$ cat src/rtl/program_loader_pkg.sv
// program_loader_pkg: loader state encoding, RAM depth and default core-reset pulse length
package program_loader_pkg;
    localparam int LD_WORDS      = 16;
    localparam int LD_RST_CYCLES = 2;
    typedef enum logic [2:0] {RST_HOLD, IDLE, PRE_RST, LOAD, POST_RST} ld_state_e;
endpackage

$ cat src/rtl/loader_fifo.sv
// loader_fifo: synchronous FIFO buffering host entries
//   clk, resetn      clock and async active-low reset
//   clr_i            synchronous flush
//   push_i, din_i    write an entry (ignored when full)
//   pop_i            drop the head entry (ignored when empty)
//   dout_o           head entry, valid while !empty_o
//   full_o, empty_o  occupancy flags
module loader_fifo #(
    parameter int WIDTH = 9,
    parameter int DEPTH = 4
) (
    input  logic             clk,
    input  logic             resetn,
    input  logic             clr_i,
    input  logic             push_i,
    input  logic             pop_i,
    input  logic [WIDTH-1:0] din_i,
    output logic [WIDTH-1:0] dout_o,
    output logic             full_o,
    output logic             empty_o
);
    localparam int AW = $clog2(DEPTH);
    localparam logic [AW:0] ONE = 1;
    logic [WIDTH-1:0] mem_q [DEPTH];
    logic [AW:0] wr_q, rd_q;
    // Pointers carry one extra wrap bit to tell full from empty.
    assign empty_o = wr_q == rd_q;
    assign full_o  = (wr_q[AW] != rd_q[AW]) && (wr_q[AW-1:0] == rd_q[AW-1:0]);
    assign dout_o  = mem_q[rd_q[AW-1:0]];
    always_ff @(posedge clk or negedge resetn) begin
        if (!resetn) begin
            wr_q <= '0;
            rd_q <= '0;
        end else if (clr_i) begin
            wr_q <= '0;
            rd_q <= '0;
        end else begin
            if (push_i && !full_o) wr_q <= wr_q + ONE;
            if (pop_i && !empty_o) rd_q <= rd_q + ONE;
        end
    end
    always_ff @(posedge clk) begin
        if (push_i && !full_o) mem_q[wr_q[AW-1:0]] <= din_i;
    end
endmodule

$ cat src/rtl/program_loader.sv
// program_loader: buffers a host byte stream and feeds it into the core's programming sequence
//   clk, resetn                   clock and async active-low reset
//   prog_start                    begin a load (honoured only in IDLE)
//   host_valid/data/last, ready   host byte handshake
//   read_ui_in, done_load         control block slot pulses (capture, RAM write)
//   programming, prog_data        drive the control block and memory data path
//   core_rst_n                    active-low core reset
//   load_busy, load_done, prog_err, words_loaded   status
module program_loader
    import program_loader_pkg::*;
#(
    parameter int WORDS      = LD_WORDS,
    parameter int FIFO_DEPTH = 4,
    parameter int RST_CYCLES = LD_RST_CYCLES
) (
    input  logic       clk,
    input  logic       resetn,
    input  logic       prog_start,
    input  logic       host_valid,
    input  logic [7:0] host_data,
    input  logic       host_last,
    output logic       host_ready,
    input  logic       read_ui_in,
    input  logic       done_load,
    output logic       programming,
    output logic [7:0] prog_data,
    output logic       core_rst_n,
    output logic       load_busy,
    output logic       load_done,
    output logic       prog_err,
    output logic [3:0] words_loaded
);
    localparam int CW = $clog2(RST_CYCLES) + 1;
    ld_state_e state_q, state_d;
    logic [CW-1:0] cnt_q, cnt_d;
    logic [3:0] words_q, words_d;
    logic done_q, done_d, err_q, err_d, last_seen_q, last_seen_d;
    logic fifo_clr, push, pop, full, empty, cnt_end;
    logic [8:0] head;
    loader_fifo #(.WIDTH(9), .DEPTH(FIFO_DEPTH)) u_fifo (
        .clk     (clk),
        .resetn  (resetn),
        .clr_i   (fifo_clr),
        .push_i  (push),
        .pop_i   (pop),
        .din_i   ({host_last, host_data}),
        .dout_o  (head),
        .full_o  (full),
        .empty_o (empty)
    );
    assign host_ready   = !full && !last_seen_q && (state_q == PRE_RST || state_q == LOAD);
    assign push         = host_valid && host_ready;
    assign cnt_end      = cnt_q == CW'(RST_CYCLES - 1);
    assign programming  = state_q == PRE_RST || state_q == LOAD;
    assign core_rst_n   = state_q == IDLE || state_q == LOAD;
    assign load_busy    = state_q == PRE_RST || state_q == LOAD || state_q == POST_RST;
    assign prog_data    = (state_q == LOAD && !empty) ? head[7:0] : 8'h00;
    assign load_done    = done_q;
    assign prog_err     = err_q;
    assign words_loaded = words_q;
    always_comb begin
        state_d     = state_q;
        cnt_d       = '0;
        words_d     = words_q;
        done_d      = done_q;
        err_d       = err_q;
        last_seen_d = last_seen_q | (push & host_last);
        fifo_clr    = 1'b0;
        pop         = 1'b0;
        case (state_q)
            RST_HOLD: begin
                cnt_d   = cnt_end ? '0 : cnt_q + CW'(1);
                state_d = cnt_end ? IDLE : RST_HOLD;
            end
            IDLE: begin
                if (prog_start) begin
                    words_d     = '0;
                    done_d      = 1'b0;
                    err_d       = 1'b0;
                    last_seen_d = 1'b0;
                    fifo_clr    = 1'b1;
                    state_d     = PRE_RST;
                end
            end
            PRE_RST: begin
                cnt_d   = cnt_end ? '0 : cnt_q + CW'(1);
                state_d = cnt_end ? LOAD : PRE_RST;
            end
            LOAD: begin
                // An empty FIFO at capture still writes 0x00; the slot is counted but flagged.
                if (read_ui_in && empty) err_d = 1'b1;
                if (done_load) begin
                    pop     = !empty;
                    words_d = words_q + 4'd1;
                    if ((!empty && head[8]) || words_q == 4'(WORDS - 1)) state_d = POST_RST;
                end
            end
            POST_RST: begin
                fifo_clr = 1'b1;
                cnt_d    = cnt_end ? '0 : cnt_q + CW'(1);
                done_d   = done_q | cnt_end;
                state_d  = cnt_end ? IDLE : POST_RST;
            end
            default: state_d = RST_HOLD;
        endcase
    end
    always_ff @(posedge clk or negedge resetn) begin
        if (!resetn) begin
            state_q     <= RST_HOLD;
            cnt_q       <= '0;
            words_q     <= '0;
            done_q      <= 1'b0;
            err_q       <= 1'b0;
            last_seen_q <= 1'b0;
        end else begin
            state_q     <= state_d;
            cnt_q       <= cnt_d;
            words_q     <= words_d;
            done_q      <= done_d;
            err_q       <= err_d;
            last_seen_q <= last_seen_d;
        end
    end
endmodule

$ cat config.mk
export PLATFORM = sky130hd
export DESIGN_NAME = program_loader
export DESIGN_NICKNAME = d
export VERILOG_FILES = /design/src/rtl/program_loader_pkg.sv /design/src/rtl/loader_fifo.sv /design/src/rtl/program_loader.sv
export SDC_FILE = /design/constraint.sdc
export NUM_CORES = 1
export LEC_CHECK = 0
export CELL_PAD_IN_SITES_DETAIL_PLACEMENT = 1
export CELL_PAD_IN_SITES_GLOBAL_PLACEMENT = 1
export CORE_AREA = 2 2 74 76
export CTS_CLUSTER_SIZE = 28
export DETAILED_ROUTE_END_ITERATION = 8
export DIE_AREA = 0 0 76 78
export HOLD_SLACK_MARGIN = 0.1
export PLACE_DENSITY_LB_ADDON = 0.2
export SLEW_MARGIN = 20
export SYNTH_ARGS = -nofsm -noshare
export SYNTH_HDL_FRONTEND = slang
export SYNTH_SLANG_ARGS = --single-unit
$ cat constraint.sdc
create_clock -name clk -period 4.5 [get_ports clk]
set_input_delay 1.125 -clock clk [delete_from_list [all_inputs] [get_ports clk]]
set_output_delay 1.125 -clock clk [all_outputs]
set_load 0.1 [all_outputs]
=== Yosys cells after proc, flatten, opt, wreduce, memory -nomap -nowiden ===
Memories as Yosys holds them, arrays and structs flattened.
Index checks and enable logic that the tools add are counted.

* Flip-flop bits (word level): 18
* Latch bits: 0
* Bits in writable memories: 36
* Bits in read-only memories: 0
* Bits of input ports: 15
* Output and inout bits: 18
* Logic and storage cells: 84
* Memories: 1

* Add/subtract/negate cells: 4
* Multipliers: 0
* Div/mod/pow operators: 0
* $lt $le $gt $ge: 0
* Eq/ne operators: 13
* Shift-type cells: 0
* Muxes and demuxes: 29
* Bitwise operators: 3
* Reductions and logical operators: 26

{| class="wikitable"
|+ Memory list
! memory !! depth !! bits a word !! read ports !! clocked after Yosys merged registers in !! write ports !! RTL line !! source
|-
| u_fifo.mem_q || 4 || 9 || 1 || 0 || 1 || loader_fifo.sv:24 || <nowiki>logic [WIDTH-1:0] mem_q [DEPTH];</nowiki>
|}

{| class="wikitable"
|+ Operator list
! operator !! number
|-
| 2-to-1 mux 3 bit || 8
|-
| case mux 3 bit (5 select lines) || 1
|-
| 2-to-1 mux 1 bit || 11
|-
| logical AND 1 bit || 9
|-
| AND reduction 3 bit || 3
|-
| 2-to-1 mux 4 bit || 2
|-
| 2-to-1 mux 8 bit || 1
|-
| case mux 4 bit (2 select lines) || 1
|-
| nonzero test 2 bit || 4
|-
| adder 3 x 1 -> 3 bit (second input constant) || 2
|-
| == test 3 x 2 -> 1 bit (second input constant) || 2
|-
| case mux 1 bit (2 select lines) || 3
|-
| adder 4 x 1 -> 4 bit (second input constant) || 1
|-
| == test 4 bit (second input constant) || 1
|-
| logical OR 1 bit || 4
|-
| 2-to-1 mux 2 bit || 2
|-
| != test 2 x 1 -> 1 bit (second input constant) || 2
|-
| != test 2 bit (second input constant) || 2
|-
| == test 3 x 1 -> 1 bit (second input constant) || 1
|-
| == test 3 bit || 1
|-
| == test 3 bit (second input constant) || 1
|-
| logical NOT 1 bit || 3
|-
| logical NOT 3 bit || 1
|-
| OR reduction 3 bit || 1
|-
| 7 further kinds || 8
|}

=== Depth between registers and ports, before layout ===
* Depth in word-level cells: 10
* Depth in mapped cells: 6
* Mapped depth without buffers: 5

=== By module ===
A second synthesis with hierarchy kept.

* Cell total of the unflattened synthesis: 198
* Area, all modules: 2598.7 sq um

{| class="wikitable"
|+ By module, submodules not included
! module !! times used !! cells an instance !! area an instance (sq um) !! seq. area each (sq um)
|-
| loader_fifo || 1 || 116 || 1879.3 || 1231.2
|-
| program_loader || 1 || 82 || 719.4 || 300.3
|}

=== Least setup slack after synthesis ===
No wires, ideal clock.

* Path type: register to output
* Start point: reg u_fifo.wr_q[1]
* End point: out host_ready
* Arrival: 3.129 ns
* Data required time: 3.375 ns
* Setup slack: 0.246 ns
* Cell stages (with the launch flop): 3
* Buffers on the path: 0
* Cells stage by stage: dfrtp_1 > xnor2_1 > a311oi_1

* Word-level cells in the longest chain between the ends: 5

{| class="wikitable"
|+ Ends and longest elaborated chain
! item !! RTL line !! source
|-
| start, declared || loader_fifo.sv:25 || <nowiki>logic [AW:0] wr_q, rd_q;</nowiki>
|-
| start signal, assigned || loader_fifo.sv:38 || <nowiki>if (push_i && !full_o) wr_q <= wr_q + ONE;</nowiki>
|-
| == test 2 bit || loader_fifo.sv:28 || <nowiki>assign full_o = (wr_q[AW] != rd_q[AW]) && (wr_q[AW-1:0] == rd_q[AW-1:0]);</nowiki>
|-
| logical AND 1 bit || loader_fifo.sv:28 ||
|-
| logical NOT 1 bit || program_loader.sv:51 || <nowiki>assign host_ready = !full && !last_seen_q && (state_q == PRE_RST || state_q == LOAD);</nowiki>
|-
| logical AND 1 bit (2 in series) || program_loader.sv:51 ||
|-
| end, declared || program_loader.sv:22 || <nowiki>output logic host_ready,</nowiki>
|}

Every way passes these cells.

=== Final worst setup path ===
* Start point: reg u_fifo.rd_q[1]
* End point: out prog_data[7]

* Word-level cells in the longest chain between the ends: 4
* Elaborated cells on any way between the ends: 5
* Classes of those cells: 1 x eq/ne; 1 x mux; 2 x reduce/logical; 1 x memory

{| class="wikitable"
|+ Ends and longest elaborated chain
! item !! RTL line !! source
|-
| start, declared || loader_fifo.sv:25 ||
|-
| start signal, assigned || loader_fifo.sv:39 || <nowiki>if (pop_i && !empty_o) rd_q <= rd_q + ONE;</nowiki>
|-
| == test 3 bit || loader_fifo.sv:27 || <nowiki>assign empty_o = wr_q == rd_q;</nowiki>
|-
| logical NOT 1 bit || program_loader.sv:57 || <nowiki>assign prog_data = (state_q == LOAD && !empty) ? head[7:0] : 8'h00;</nowiki>
|-
| logical AND 1 bit || program_loader.sv:57 ||
|-
| 2-to-1 mux 8 bit (*) || program_loader.sv:57 ||
|-
| end, declared || program_loader.sv:26 || <nowiki>output logic [7:0] prog_data,</nowiki>
|}

Mark *: on every way between the ends. The rest lies on a longest branch, timed or not.

==> results_tabular.tex <==
\begin{tabular}{lr}
\hline
Metric & Value \\
\hline
\multicolumn{2}{l}{\textbf{Outcome}} \\
\quad Status & finished clean \\
\multicolumn{2}{l}{\textbf{STA}} \\
\quad Number of failing setup endpoints in the final timing report & 0 \\
\quad Time the final worst path needs with I/O delays and setup & 3.75 ns \\
\quad Final slew viol count & 0 \\
\quad Max Freq & 267 MHz \\
\quad Final Hold Fails & 0 \\
\quad Slew margin rel. & 0.343 \\
\quad Unrepaired setup endpoints after global routing & false \\
\quad Maximum clock skew at final layout & 0.0109 ns \\
\quad Final period util & 0.834 \\
\quad Setup tns final & 0 ns \\
\quad Slew at the pin with the worst max-slew slack & 0.982 ns \\
\multicolumn{2}{l}{\textbf{Routing}} \\
\quad Detailed-router iteration count before antenna repair & 4 \\
\quad DRT iter0 DRCs & 78 \\
\quad Post-route antenna net violation count & 0 \\
\quad Avg Vias per Cell & 5.50 \\
\quad Total via count after detailed routing & 1485 \\
\quad Routed wire length per instance & 18.6 um \\
\quad Total detailed-routing wirelength & 5.02 mm \\
\quad Count of unresolved DRC violations after routing & 0 \\
\multicolumn{2}{l}{\textbf{Clock tree}} \\
\quad TritonCTS clock tree & yes \\
\quad Clock Tree Root & sky130\_fd\_sc\_hd\_\_clkbuf\_8 \\
\quad Clock latency on the worst-skew pair & 0.31 ns \\
\quad Total clock buffers created by CTS & 5 \\
\quad Post-CTS setup buffer count & 0 \\
\quad Cts repair resizes & 0 \\
\quad Clk sink count & 54 \\
\quad Clock-pin slew on the worst setup and hold paths & 0.10 ns \\
\quad Number of hold buffers added after cts & 0 \\
\quad H-tree depth & 2 \\
\quad CTS max path bufs & 2 \\
\multicolumn{2}{l}{\textbf{Worst setup path}} \\
\quad Capture point of the worst reg-to-reg path & u\_fifo.rd\_q[1] \\
\quad Critical path, cell by cell & xnor2\_1 -> a31oi\_1 -> and2\_1 -> buf\_4 \\
\quad Worst setup SP type & flip-flop \\
\quad R2R cell count & 4 \\
\quad Family of cells with the greatest summed delay on the critical path & compound AO/OA/AOI/OAI gates \\
\quad Master of the slowest instance on the critical path & sky130\_fd\_sc\_hd\_\_a31oi\_1 \\
\quad Reg-to-reg startpoint & u\_fifo.rd\_q[1] \\
\quad Highest fanout seen on the critical path & 12 \\
\quad Arrival time worst endpoint & 2.63 ns \\
\quad Register-to-register path setup slack & 2.09 ns \\
\quad Path type of the worst setup path & reg2out \\
\quad Element type at the critical path end & primary output \\
\quad Longest individual stage delay on the worst path & 0.81 ns \\
\quad WP buf/inv & 1 \\
\quad Crit path required time & 3.38 ns \\
\multicolumn{2}{l}{\textbf{Layout}} \\
\quad Area Growth Syn to Fin & 19.8\% \\
\quad Number of fill cells in the layout & 500 \\
\quad Fraction of layout instances using a drive strength above 1 & 0.150 \\
\quad Number of nets in the layout & 220 \\
\quad Antenna Diode Count & 0 \\
\quad Multi-input logic area & 821 sq um \\
\quad Total area of sequential cells & 0.00153 sq mm \\
\multicolumn{2}{l}{\textbf{Synth}} \\
\quad Synth top area cells & sky130\_fd\_sc\_hd\_\_edfxtp\_1 (45\%), sky130\_fd\_sc\_hd\_\_dfrtp\_1 (19\%), sky130\_fd\_sc\_hd\_\_mux4\_2 (8.4\%), sky130\_fd\_sc\_hd\_\_and2\_1 (3.1\%), sky130\_fd\_sc\_hd\_\_ha\_1 (3.1\%) \\
\quad Number of standard cells after synthesis & 166 \\
\quad Portion of synthesized cell area occupied by the leading cell type & 0.450 \\
\quad Sequential element share of the synthesized area & 0.638 \\
\quad Mapped Avg Cell Area & 14.5 sq um \\
\quad Most area-hungry cell type in the Yosys netlist & sky130\_fd\_sc\_hd\_\_edfxtp\_1 \\
\quad Seq cells post-synth & 54 \\
\quad Warnings, synthesis & 0 \\
\quad Cell variety after synth & 32 \\
\quad Net count after synthesis & 187 \\
\quad Post-Syn Area & 0.00240 sq mm \\
\multicolumn{2}{l}{\textbf{Floorplanning}} \\
\quad Initial standard-cell utilization of the core & 0.476 \\
\quad Cell Rows & 26 \\
\quad Die Span X & 76 um \\
\quad Top Ports & 33 \\
\quad Die boundary height & 78 um \\
\quad Die area & 0.00593 sq mm \\
\quad Total core area & 0.00504 sq mm \\
\multicolumn{2}{l}{\textbf{Global route}} \\
\quad Largest net degree at the start of global routing & 19 \\
\quad Vias in the first global route & 1544 \\
\quad Initial antenna violation count & 0 \\
\quad Global-route congestion overflow total & 0 \\
\quad First-pass GRT wire length & 8.24 mm \\
\quad Overall fraction of global-route tracks in use & 0.183 \\
\multicolumn{2}{l}{\textbf{Min path}} \\
\quad Critical hold path startpoint & cnt\_q[0] \\
\quad Hold crit path type & reg2reg \\
\quad Hold Path Depth & 1 \\
\quad Endpoint, Worst Hold & cnt\_q[0] \\
\multicolumn{2}{l}{\textbf{Place}} \\
\quad Placer congestion estimate & 0.782 \\
\quad Detail Placement HPWL & 3.47 mm \\
\quad Number of port buffers & 32 \\
\multicolumn{2}{l}{\textbf{Flow run}} \\
\quad Number of maximum-capacitance constraint violations & 0 \\
\hline
\end{tabular}
==> state kept, by name (all words and copies together) (netlist names) <==
name and flops:
cnt_q 2, last_seen_q 1, load_done 1, prog_err 1
state_q 3, u_fifo.mem_q 36, u_fifo.rd_q 3, u_fifo.wr_q 3
words_loaded 4
==> cell usage after synthesis (all sizes together) <==
library cell / n
a21o: 3
and2: 13
inv: 5
a31o: 1
nand3b: 2
a22o: 2
ha: 6
buf: 4
nor2: 1
o21ai: 9
a311oi: 2
a211o: 1
o31ai: 1
xor2: 1
nor3: 2
a311o: 1
nor2b: 3
dfrtp: 18
a21oi: 3
nand4: 1
clkbuf: 3
mux2i: 5
xnor2: 3
and3: 3
mux4: 9
edfxtp: 36
nand2: 15
nand2b: 4
nand3: 5
a31oi: 4
==> layout make-up <==
class,instances,share of cell area
well taps,70,0.0304
inverters,5,0.00652
flip-flops and latches,54,0.532
repair buffers,33,0.106
clock inverters,3,0.0157
clock buffers,5,0.0239
multi-input cells,100,0.285
==> worst register-to-register path: stages, from the launching register on <==
cell and delay [ns]:
sky130_fd_sc_hd__dfrtp_1 0.70, sky130_fd_sc_hd__xnor2_1 0.28, sky130_fd_sc_hd__a31oi_1 0.81, sky130_fd_sc_hd__nand2_1 0.22, sky130_fd_sc_hd__a31o_2 0.30
==> worst max path at each step <==
stage,from,to,slack [ns],cells after the start
after floorplan,u_fifo.wr_q[1],host_ready,0.25,2
after global placement,u_fifo.rd_q[1],prog_data[3],1.21,4
after detailed placement,u_fifo.rd_q[1],prog_data[7],1.06,4
after CTS,u_fifo.rd_q[1],prog_data[7],0.71,4
after global routing,u_fifo.rd_q[1],prog_data[6],0.53,4
final,u_fifo.rd_q[1],prog_data[7],0.75,4
==> routing by layer <==
metal	up-vias	part of all wire	wire length, um	global-route usage
met5	-	0	0	0
met4	0	0.012	61	0.0655
met3	6	0.031	154	0.0291
met2	25	0.50	2490	0.304
met1	771	0.46	2310	0.247
li1	683	-	-	-
==> cells in the final DEF, fill, tap and decap left out, drive strengths merged, types with 3 or more instances in the layout <==
cell	instances
inv	5
a21oi	3
ha	6
mux2i	5
and3	3
nand2	15
mux4	9
buf	10
edfxtp	36
a21o	3
nand3	5
and2	13
dfrtp	18
o21ai	9
nand2b	4
a31oi	4
clkdlybuf4s50	23
clkbuf	5
xnor2	3
nor2b	3
==> metrics by stage <==
stage	hold WS (ns)	setup WS (ns)	cell area [sq um]	utilization	instances
finish	0.443	0.749	2880	0.571	270
global route	0.466	0.526	2880	0.571	270
CTS	0.440	0.713	2880	0.571	270
detailed placement	0.422	1.06	2760	0.548	262
global placement	0.411	1.21	2760	0.548	262
floorplan	0.402	0.246	2400	-	166
==> cell families (layout without fill, tap and decap cells) <==
family,Yosys count,count (layout),synth area share
fa+ha+maj,6,6,0.0312
buf+inv,12,46,0.0208
compound gates,27,27,0.0813
flops,54,54,0.638
simple gates,49,49,0.109
xor+xnor,4,4,0.0146
mux,14,14,0.105
Power is not shown: default switching activity piles up to over one toggle a cycle in this logic, so the estimate is an artifact.
